==> src/rtl/serial_byte_loader_if.sv <==
// ---------------------------------------------------------------------------
// serial_byte_loader_if
//   Bundles the frame-side handshake and result signals of the serial byte
//   loader so that the feeder and the loader connect through one port.
//
//   Signals
//     start       frame start request (master -> slave)
//     sin         serial data bit (master -> slave)
//     sin_valid   sin carries a valid bit this cycle (master -> slave)
//     busy        frame in progress (slave -> master)
//     data_out    last good word, WIDTH bits (slave -> master)
//     load        one-cycle strobe, data_out holds a new good word
//     parity_err  one-cycle strobe, frame dropped on parity mismatch
// ---------------------------------------------------------------------------
interface serial_byte_loader_if #(
    parameter int WIDTH = 8
);
    logic             start;
    logic             sin;
    logic             sin_valid;
    logic             busy;
    logic [WIDTH-1:0] data_out;
    logic             load;
    logic             parity_err;

    modport master (
        output start,
        output sin,
        output sin_valid,
        input  busy,
        input  data_out,
        input  load,
        input  parity_err
    );

    modport slave (
        input  start,
        input  sin,
        input  sin_valid,
        output busy,
        output data_out,
        output load,
        output parity_err
    );
endinterface

==> src/rtl/serial_byte_loader.sv <==
// ---------------------------------------------------------------------------
// serial_byte_loader
//   Assembles a serial bit stream into a WIDTH-bit word, optionally checks a
//   trailing even-parity bit, and presents good words on data_out with a
//   single-cycle load strobe for a downstream enable-gated holding register.
//   Frames with a parity mismatch are dropped and flagged with parity_err.
//
//   Ports
//     clk   system clock, all state updates on posedge
//     rst_  asynchronous active-low reset
//     bus   serial_byte_loader_if.slave: start, sin, sin_valid in;
//           busy, data_out, load, parity_err out (all outputs registered)
//
//   state  | meaning
//   -------+-----------------------------------------------------------
//   IDLE   | waiting for start; sin/sin_valid ignored
//   SHIFT  | accepting WIDTH data bits on sin_valid cycles
//   PARITY | waiting for the parity bit (PARITY_EN=1 only)
//   DONE   | one cycle: data_out updated, load high
// ---------------------------------------------------------------------------
module serial_byte_loader #(
    parameter int WIDTH     = 8,
    parameter bit PARITY_EN = 1'b1,
    parameter bit MSB_FIRST = 1'b1
) (
    input logic                  clk,
    input logic                  rst_,
    serial_byte_loader_if.slave  bus
);

    localparam int CW = $clog2(WIDTH + 1);
    localparam logic [CW-1:0] LAST_IDX = CW'(WIDTH - 1);

    if (WIDTH < 2 || WIDTH > 32) begin : g_width_check
        $error("serial_byte_loader: WIDTH must be in 2..32");
    end

    typedef enum logic [1:0] {
        IDLE   = 2'd0,
        SHIFT  = 2'd1,
        PARITY = 2'd2,
        DONE   = 2'd3
    } state_t;

    state_t           state;
    logic [WIDTH-1:0] shreg;
    logic [CW-1:0]    cnt;
    logic [WIDTH-1:0] data_r;
    logic             load_r;
    logic             perr_r;
    logic             busy_r;
    logic [WIDTH-1:0] shift_next;

    // Word after accepting the current sin bit; the first bit received ends
    // up in the MSB or LSB once all WIDTH bits have been shifted in.
    always_comb begin
        shift_next = shreg;
        if (MSB_FIRST) begin
            shift_next = {shreg[WIDTH-2:0], bus.sin};
        end else begin
            shift_next = {bus.sin, shreg[WIDTH-1:1]};
        end
    end

    always_ff @(posedge clk or negedge rst_) begin
        if (!rst_) begin
            state  <= IDLE;
            shreg  <= '0;
            cnt    <= '0;
            data_r <= '0;
            load_r <= 1'b0;
            perr_r <= 1'b0;
            busy_r <= 1'b0;
        end else begin
            // Strobes are single-cycle by default.
            load_r <= 1'b0;
            perr_r <= 1'b0;
            case (state)
                IDLE: begin
                    if (bus.start) begin
                        state  <= SHIFT;
                        shreg  <= '0;
                        cnt    <= '0;
                        busy_r <= 1'b1;
                    end
                end
                SHIFT: begin
                    // start is deliberately not looked at here: a frame in
                    // progress cannot be restarted.
                    if (bus.sin_valid) begin
                        shreg <= shift_next;
                        cnt   <= cnt + CW'(1);
                        if (cnt == LAST_IDX) begin
                            if (PARITY_EN) begin
                                state <= PARITY;
                            end else begin
                                state  <= DONE;
                                data_r <= shift_next;
                                load_r <= 1'b1;
                            end
                        end
                    end
                end
                PARITY: begin
                    if (bus.sin_valid) begin
                        // Even parity overall: parity bit equals XOR of data.
                        if (bus.sin == ^shreg) begin
                            state  <= DONE;
                            data_r <= shreg;
                            load_r <= 1'b1;
                        end else begin
                            state  <= IDLE;
                            perr_r <= 1'b1;
                            busy_r <= 1'b0;
                        end
                    end
                end
                DONE: begin
                    state  <= IDLE;
                    busy_r <= 1'b0;
                end
                default: begin
                    state  <= IDLE;
                    busy_r <= 1'b0;
                end
            endcase
        end
    end

    assign bus.busy       = busy_r;
    assign bus.data_out   = data_r;
    assign bus.load       = load_r;
    assign bus.parity_err = perr_r;

endmodule

==> src/flat_wrapper.sv <==
// flat-port wrapper written by rule: the top's interface ports become plain ports
module serial_byte_loader_flat 
#(
    parameter int WIDTH     = 8,
    parameter bit PARITY_EN = 1'b1,
    parameter bit MSB_FIRST = 1'b1
)
  (clk, rst_, bus_start, bus_sin, bus_sin_valid, bus_busy, bus_data_out, bus_load, bus_parity_err);
  serial_byte_loader_if #(.WIDTH(WIDTH)) bus_i ();
  input logic clk;
  input logic rst_;
  input wire logic [$bits(bus_i.start)-1:0] bus_start;
  input wire logic [$bits(bus_i.sin)-1:0] bus_sin;
  input wire logic [$bits(bus_i.sin_valid)-1:0] bus_sin_valid;
  output wire logic [$bits(bus_i.busy)-1:0] bus_busy;
  output wire logic [$bits(bus_i.data_out)-1:0] bus_data_out;
  output wire logic [$bits(bus_i.load)-1:0] bus_load;
  output wire logic [$bits(bus_i.parity_err)-1:0] bus_parity_err;
  assign bus_i.start = bus_start;
  assign bus_i.sin = bus_sin;
  assign bus_i.sin_valid = bus_sin_valid;
  assign bus_busy = bus_i.busy;
  assign bus_data_out = bus_i.data_out;
  assign bus_load = bus_i.load;
  assign bus_parity_err = bus_i.parity_err;
  serial_byte_loader #(.WIDTH(WIDTH), .PARITY_EN(PARITY_EN), .MSB_FIRST(MSB_FIRST)) u_core (.clk(clk), .rst_(rst_), .bus(bus_i));
endmodule
==> config.mk <==
export PLATFORM = sky130hd
export DESIGN_NAME = serial_byte_loader_flat
export DESIGN_NICKNAME = d
export VERILOG_FILES = /design/src/rtl/serial_byte_loader_if.sv /design/src/rtl/serial_byte_loader.sv /design/src/flat_wrapper.sv
export SDC_FILE = /design/constraint.sdc
export NUM_CORES = 1
export LEC_CHECK = 0
export ABC_AREA = 1
export CAP_MARGIN = 20
export CORE_UTILIZATION = 60
export CTS_BUF_LIST = sky130_fd_sc_hd__clkbuf_8
export CTS_CLUSTER_SIZE = 14
export DETAILED_ROUTE_END_ITERATION = 16
export HOLD_SLACK_MARGIN = 0.02
export PLACE_DENSITY = 0.85
export SETUP_SLACK_MARGIN = 0.3
export SLEW_MARGIN = 20
export SYNTH_ARGS = -nofsm -noshare
export SYNTH_HDL_FRONTEND = slang
export SYNTH_SLANG_ARGS = --single-unit
==> constraint.sdc <==
create_clock -name clk -period 3.71 [get_ports clk]
set_clock_uncertainty 0.15 [all_clocks]
set_input_delay 0.371 -clock clk [delete_from_list [all_inputs] [get_ports clk]]
set_output_delay 0.371 -clock clk [all_outputs]
set_load 0.1 [all_outputs]
==> results of run 1 <==
## worst register-to-register path, stage by stage, from the launching register on
cell and delay (ns):
dfrtp_1 0.41, inv_1 0.14, ha_1 0.30, o21ai_1 0.12
nor2_2 0.44, nand2_1 0.33, o22ai_1 0.23
## per-layer routing
layer / GRT usage / vias up
met5: 0 / -
met4: 0.0539 / 0
met3: 0.0283 / 2
met2: 0.418 / 30
met1: 0.285 / 480
li1: - / 518
## final timing paths
path	start	endpoint	slack, ns
max	u_core.bus.data_out[0]$_DFFE_PN0P_	bus_data_out[0]	1.41
min	u_core.bus.busy$_DFFE_PN0P_	u_core.bus.busy$_DFFE_PN0P_	0.32
max reg2reg	u_core.state[1]$_DFFE_PN0P_	u_core.shreg[5]$_DFFE_PN0P_	1.50
min reg2reg	u_core.bus.busy$_DFFE_PN0P_	u_core.bus.busy$_DFFE_PN0P_	0.32
max in group asynchronous	rst_	u_core.bus.data_out[3]$_DFFE_PN0P_	2.57
min in group asynchronous	rst_	u_core.bus.parity_err$_DFF_PN0_	0.47
## cell type report
class,count,area (um2)
Clock buffer,3,41.3
Clock inverter,1,5.00
Fill cell,138,500
Inverter,18,67.6
Multi-Input combinational cell,104,573
Sequential cell,25,626
Tap cell,27,33.8
Timing Repair Buffer,16,155
## per-stage QoR
step	hold slack [ns]	setup WS, ns	cell area [um2]
floorplan	-0.0746	2.17	1290
global placement	0.304	1.63	1450
detailed placement	0.308	1.57	1450
CTS	0.330	1.40	1500
global route	0.360	1.34	1500
finish	0.323	1.41	1500
## synth_stat cells (3+ instances only)
cell type  instances  area [um2]
ha_1               5        62.6
o22ai_1            8        50.1
nor2_1             7        26.3
nand2_1           48         180
nand3_1            5        25.0
a21oi_1            7        35.0
o21ai_0            3        15.0
dfrtp_1           25         626
inv_1              9        33.8
nand2_2            4        25.0
o21ai_2            8        70.1
inv_2              9        33.8
## cell families (layout without fill, tap and decap cells)
logic type      after synthesis  after routing
simple gates                 69             69
compound gates               28             28
flops                        25             25
buf+inv                      20             38
fa+ha+maj                     5              5
xor+xnor                      1              1
mux                           1              1
## flip-flops by register name, summed over array words and instances, names as in the netlist
| signal | cells |
|---|---|
| u_core.state | 2 |
| u_core.bus.data_out | 8 |
| u_core.cnt | 4 |
| u_core.shreg | 8 |
| u_core.bus.parity_err | 1 |
| u_core.bus.load | 1 |
| u_core.bus.busy | 1 |
## repair_timing
item                                    in CTS  in global routing
endpoints found under the setup margin       0                  0
hold endpoints to repair                     0                 25
hold buffers                                 0                  1
==> metrics, run 1 <==
status complete, no violations; multiplexer share of the synthesized area 0.00775; part of the Yosys area used for sequential elements 0.484; Initial Util 0.645; vias in the first global route between 900 and 1k; Top FF cell, synth dfrtp_1; Netlist cell types 21; Tmin final between 2 and 2.5 ns; gr ovfl total 0; post-CTS resize count 0; largest family of logic cells by synthesized area simple AND/OR/NAND/NOR gates; Hold Violations, Final 0; worst-skew pair later-pin latency about 0.27 ns; Initial DRT Pass Iterations 5; commonest non-fill, non-tap cell in the layout nand2_1; first-pass GRT wire length 4180 um; Setup Crit Path Kind flip-flop to output pin; IO Count 16; CTS clk-pin slew, worst paths 0.09 ns; Levels on crit path 1; top layer in use met4; Crit path arrival time 1.78 ns; post-synthesis xor/xnor area fraction 0.00678; Core Area 2000 um2; fin. max-slew vios 0; Die X 48.4 um; Req. time, crit path 3.19 ns; Post-synth EDFFs 0; Setup-failing EPs final 0; DP Wirelength 1760 um; share of cells above drive strength 1 0.186; GP Congestion ~0.88; Area Growth Syn to Fin 16.3%; fin util 0.750; Rows 16; I/O Buffers 15; Buf/Inv on CP 1; Die Y 48.4 um; Cell Chain, Critical Path clkdlybuf4s50_1; Yosys warning count 0; Mean Syn Cell Area 8.67 um2; clock sink count 25; CTS tree built; worst-path maximum fanout 2; Synthesized Nets 159; wire per inst approximately 12 um; cts bufs inserted 3; htree depth 1; crit-path leading delay family buffers and inverters; post-route insts no fill 194; max_cap viols 0; Synth Area in Compound Gates 0.141; initial antenna violation count 0; crit path capture type output pin; diode count 0; slowest stage delay, CP 1.14 ns; Detail Route Antenna Nets 0; Hold Path Depth 2; Die ar. 2340 um2; largest net degree at the start of global routing 26; FFs w/ async S/R, synth 1.00; nets@finish approximately 180; post-synthesis instance total 149; placed cells about 190; commonest cells after routing, fill and taps aside nand2_1, dfrtp_1, clkdlybuf4s50_1; actual slew at the worst max-slew pin 0.973 ns; Worst Reg-to-Reg Cells 6; wl on met1 ~1100 um; Clock Root Buffer clkbuf_8; fmax 0.435 GHz; Post-Synth Simple-Gate Area 0.239; Post-Syn Area around 1300 um2; adder-cell share of the synthesized area 0.0484; Worst path slowest cell clkdlybuf4s50_1; vias post-DR 1030; Met2 Wirelength 1200 um; startpoint class of the critical path flip-flop; postcts setup bufs 0; TNS Setup 0 ns; #FFs+latches synth 25; drc violations 0; Routed WL 2410 um; metal3 WL 101 um; fin crit share 0.620; Max-Slew Margin vs Limit 0.349; clock buffer depth 2; DRT iter0 DRCs 31; GR Util All Layers 0.228; unrepaired setup endpoints after global routing no; vias per cell 5.31; HP Class flip-flop to flip-flop
Power of run 1 is not shown: default switching activity piles up to over one toggle a cycle in this logic, so the estimate is an artifact.
==> run 2, diff against run 1 <==
--- a/config.mk
+++ b/config.mk
@@ -7,12 +7,12 @@
 export LEC_CHECK = 0
 export ABC_AREA = 1
 export CAP_MARGIN = 20
-export CORE_UTILIZATION = 60
+export CORE_UTILIZATION = 57
 export CTS_BUF_LIST = sky130_fd_sc_hd__clkbuf_8
 export CTS_CLUSTER_SIZE = 14
 export DETAILED_ROUTE_END_ITERATION = 16
 export HOLD_SLACK_MARGIN = 0.02
-export PLACE_DENSITY = 0.85
+export PLACE_DENSITY = 0.82
 export SETUP_SLACK_MARGIN = 0.3
 export SLEW_MARGIN = 20
 export SYNTH_ARGS = -nofsm -noshare
==> constraint.sdc (replaced) <==
create_clock -name clk -period 2.3 [get_ports clk]
set_clock_uncertainty 0.15 [all_clocks]
set_input_delay 0.23 -clock clk [delete_from_list [all_inputs] [get_ports clk]]
set_output_delay 0.23 -clock clk [all_outputs]
set_load 0.1 [all_outputs]
==> run 2 against run 1 <==
  * Global-route usage down 1.7 points
  * First-iteration DRC count shrank 9.7%
  * Core utilization fell by 2.3 points
  * Register-to-register slack got worse by 1.1 ns
  * Via count decreased by 0.58%
  * Sequential cell count unchanged
  * Worst hold slack got worse by 0.15 ns
  * Critical path type is now flip-flop to flip-flop
  * Non-clock buffer count is 1 higher
  * Setup slack worse by 0.99 ns
  * Wire length down 1.9%
  * Largest cell class unchanged
  * Cell area decreased by 1.2%
  * Critical path depth grew 9
==> metrics, run 2 (synthesis results as in run 1) <==
Setup Crit Path Kind flip-flop to flip-flop; cts bufs inserted 3 (unchanged); Routed WL 2370 um (-1.9%); wire per inst 12.1 um (-2.4%); Area Growth Syn to Fin 14.9%; GR Util All Layers 0.210 (-0.0172); Worst path slowest cell dfrtp_1; slowest stage delay, CP 0.40 ns (-0.74 ns); clock buffer depth 2 (unchanged); drc violations 0 (unchanged); status complete, no violations; diode count 0 (unchanged); share of cells above drive strength 1 0.256 (+0.0703); DP Wirelength 1840 um (+4.6%); HP Class primary input to async pin; largest net degree at the start of global routing 26 (unchanged); crit-path leading delay family buffers and inverters; unrepaired setup endpoints after global routing no; gr ovfl total 0 (unchanged); GP Congestion 0.835 (-5.2%); worst-skew pair later-pin latency 0.26 ns (about the same); Critical R2R Capture u_core.cnt[3]$_DFFE_PN0P_; DRT iter0 DRCs 28 (-9.7%); commonest non-fill, non-tap cell in the layout nand2_1; vias post-DR 1024 (-0.58%); vias per cell 5.25 (-1.1%); IO Count 16 (unchanged); CTS clk-pin slew, worst paths 0.09 ns (about the same); vias in the first global route 1013 (+2.3%); Tmin final 1.89 ns; I/O Buffers 15 (unchanged); initial antenna violation count 0 (unchanged); Setup-failing EPs final 0 (unchanged); Detail Route Antenna Nets 0 (unchanged); commonest cells after routing, fill and taps aside nand2_1, dfrtp_1, buf_4; Initial Util 0.632 (-0.0126); CTS tree built; Req. time, crit path 2.30 ns (-0.89 ns); Initial DRT Pass Iterations 4 (-1); worst hold margin 0.173 ns (-0.149 ns); htree depth 1 (unchanged); actual slew at the worst max-slew pin 0.310 ns (-0.663 ns); Die X 49.6 um (+2.5%); Multi-input gate area 573 um2 (unchanged); Setup WS post-layout 0.414 ns (-0.995 ns); clock sink count 25 (unchanged); reg2reg start u_core.state[1]$_DFFE_PN0P_; post-CTS resize count 0 (unchanged); fin. max-slew vios 0 (unchanged); Crit path arrival time 1.88 ns (+0.10 ns); post-place setup slack 0.429 ns (-1.14 ns); Worst Reg-to-Reg Cells 10 (+4); first-pass GRT wire length 4010 um (-4.1%); nets@finish 179 (+0.56%); hold_buf cts 0 (unchanged); post-route insts no fill 195 (+0.52%); Buf/Inv on CP 4 (+3); postcts setup bufs 0 (unchanged); Reg area 626 um2 (unchanged); R2R Setup Slk 0.41 ns (-1.09 ns); Die Y 49.6 um (+2.5%); crit path capture type flip-flop; fillcell total 149 (+8.0%); Rows 16 (unchanged); placed cells 191 (+1.1%); fin crit share 0.820; Die ar. 2460 um2 (+5.0%); Hold Violations, Final 0 (unchanged); Core Area 2040 um2 (+2.0%); max_cap viols 0 (unchanged); startpoint class of the critical path flip-flop; TNS Setup 0 ns (unchanged); Cell Chain, Critical Path inv_1, ha_1, inv_1, nor2_1, nor2_2, buf_4, inv_2, nor2_1, xnor2_1, a21oi_1; Max-Slew Margin vs Limit 0.793 (+0.444); worst-path maximum fanout 13 (+11); fmax 0.530 GHz; Clock Root Buffer clkbuf_8
==> run 2: changes by cell type in the layout (fill, tap and decap cells not counted), sizes merged <==
| cell | delta |
|---|---|
| buf | +12 |
| clkdlybuf4s50 | -10 |
| dlygate4sd3 | -1 |
==> run 2: metal layers <==
layer	vias to the layer above	wire length, um	track usage
met5	-	0	0
li1	524	-	-
met1	472	1030	0.248
met4	0	55	0.0714
met3	6	63	0.0278
met2	22	1220	0.387
==> run 2: area by class of cell <==
type                            instances  area share
Multi-Input combinational cell        104       0.386
Timing Repair Buffer                   17      0.0927
Clock inverter                          1     0.00337
Clock buffer                            3      0.0278
Inverter                               18      0.0455
Tap cell                               27      0.0228
Sequential cell                        25       0.422
==> run 2: worst reg2reg max path, stage by stage, from the launching register on <==
cell,delay (ns)
dfrtp_1,0.40
inv_1,0.12
ha_1,0.26
inv_1,0.08
nor2_1,0.16
nor2_2,0.07
buf_4,0.18
inv_2,0.07
nor2_1,0.05
xnor2_1,0.18
a21oi_1,0.06
==> run 2: through the flow <==
step | cell area [um2] | util
after global routing | 1480 | 0.727
after floorplan | 1290 | -
after detailed placement | 1440 | 0.704
final | 1480 | 0.727
after global placement | 1440 | 0.704
after CTS | 1480 | 0.727
==> run 2: how the worst max path moves through the flow <==
| stage | startpoint | end | slack [ns] | cells after the start |
|---|---|---|---|---|
| after CTS | u_core.state[1]$_DFFE_PN0P_ | u_core.cnt[3]$_DFFE_PN0P_ | 0.43 | 10 |
| after global placement | bus_start | u_core.cnt[3]$_DFFE_PN0P_ | 0.57 | 10 |
| final | u_core.state[1]$_DFFE_PN0P_ | u_core.cnt[3]$_DFFE_PN0P_ | 0.41 | 10 |
| after detailed placement | u_core.state[1]$_DFFE_PN0P_ | u_core.cnt[3]$_DFFE_PN0P_ | 0.43 | 10 |
| after floorplan | u_core.state[1]$_DFFE_PN0P_ | u_core.cnt[3]$_DFFE_PN0P_ | 0.76 | 8 |
| after global routing | u_core.state[0]$_DFFE_PN0P_ | u_core.state[1]$_DFFE_PN0P_ | 0.32 | 8 |
Power of run 2 is left out for the same reason.
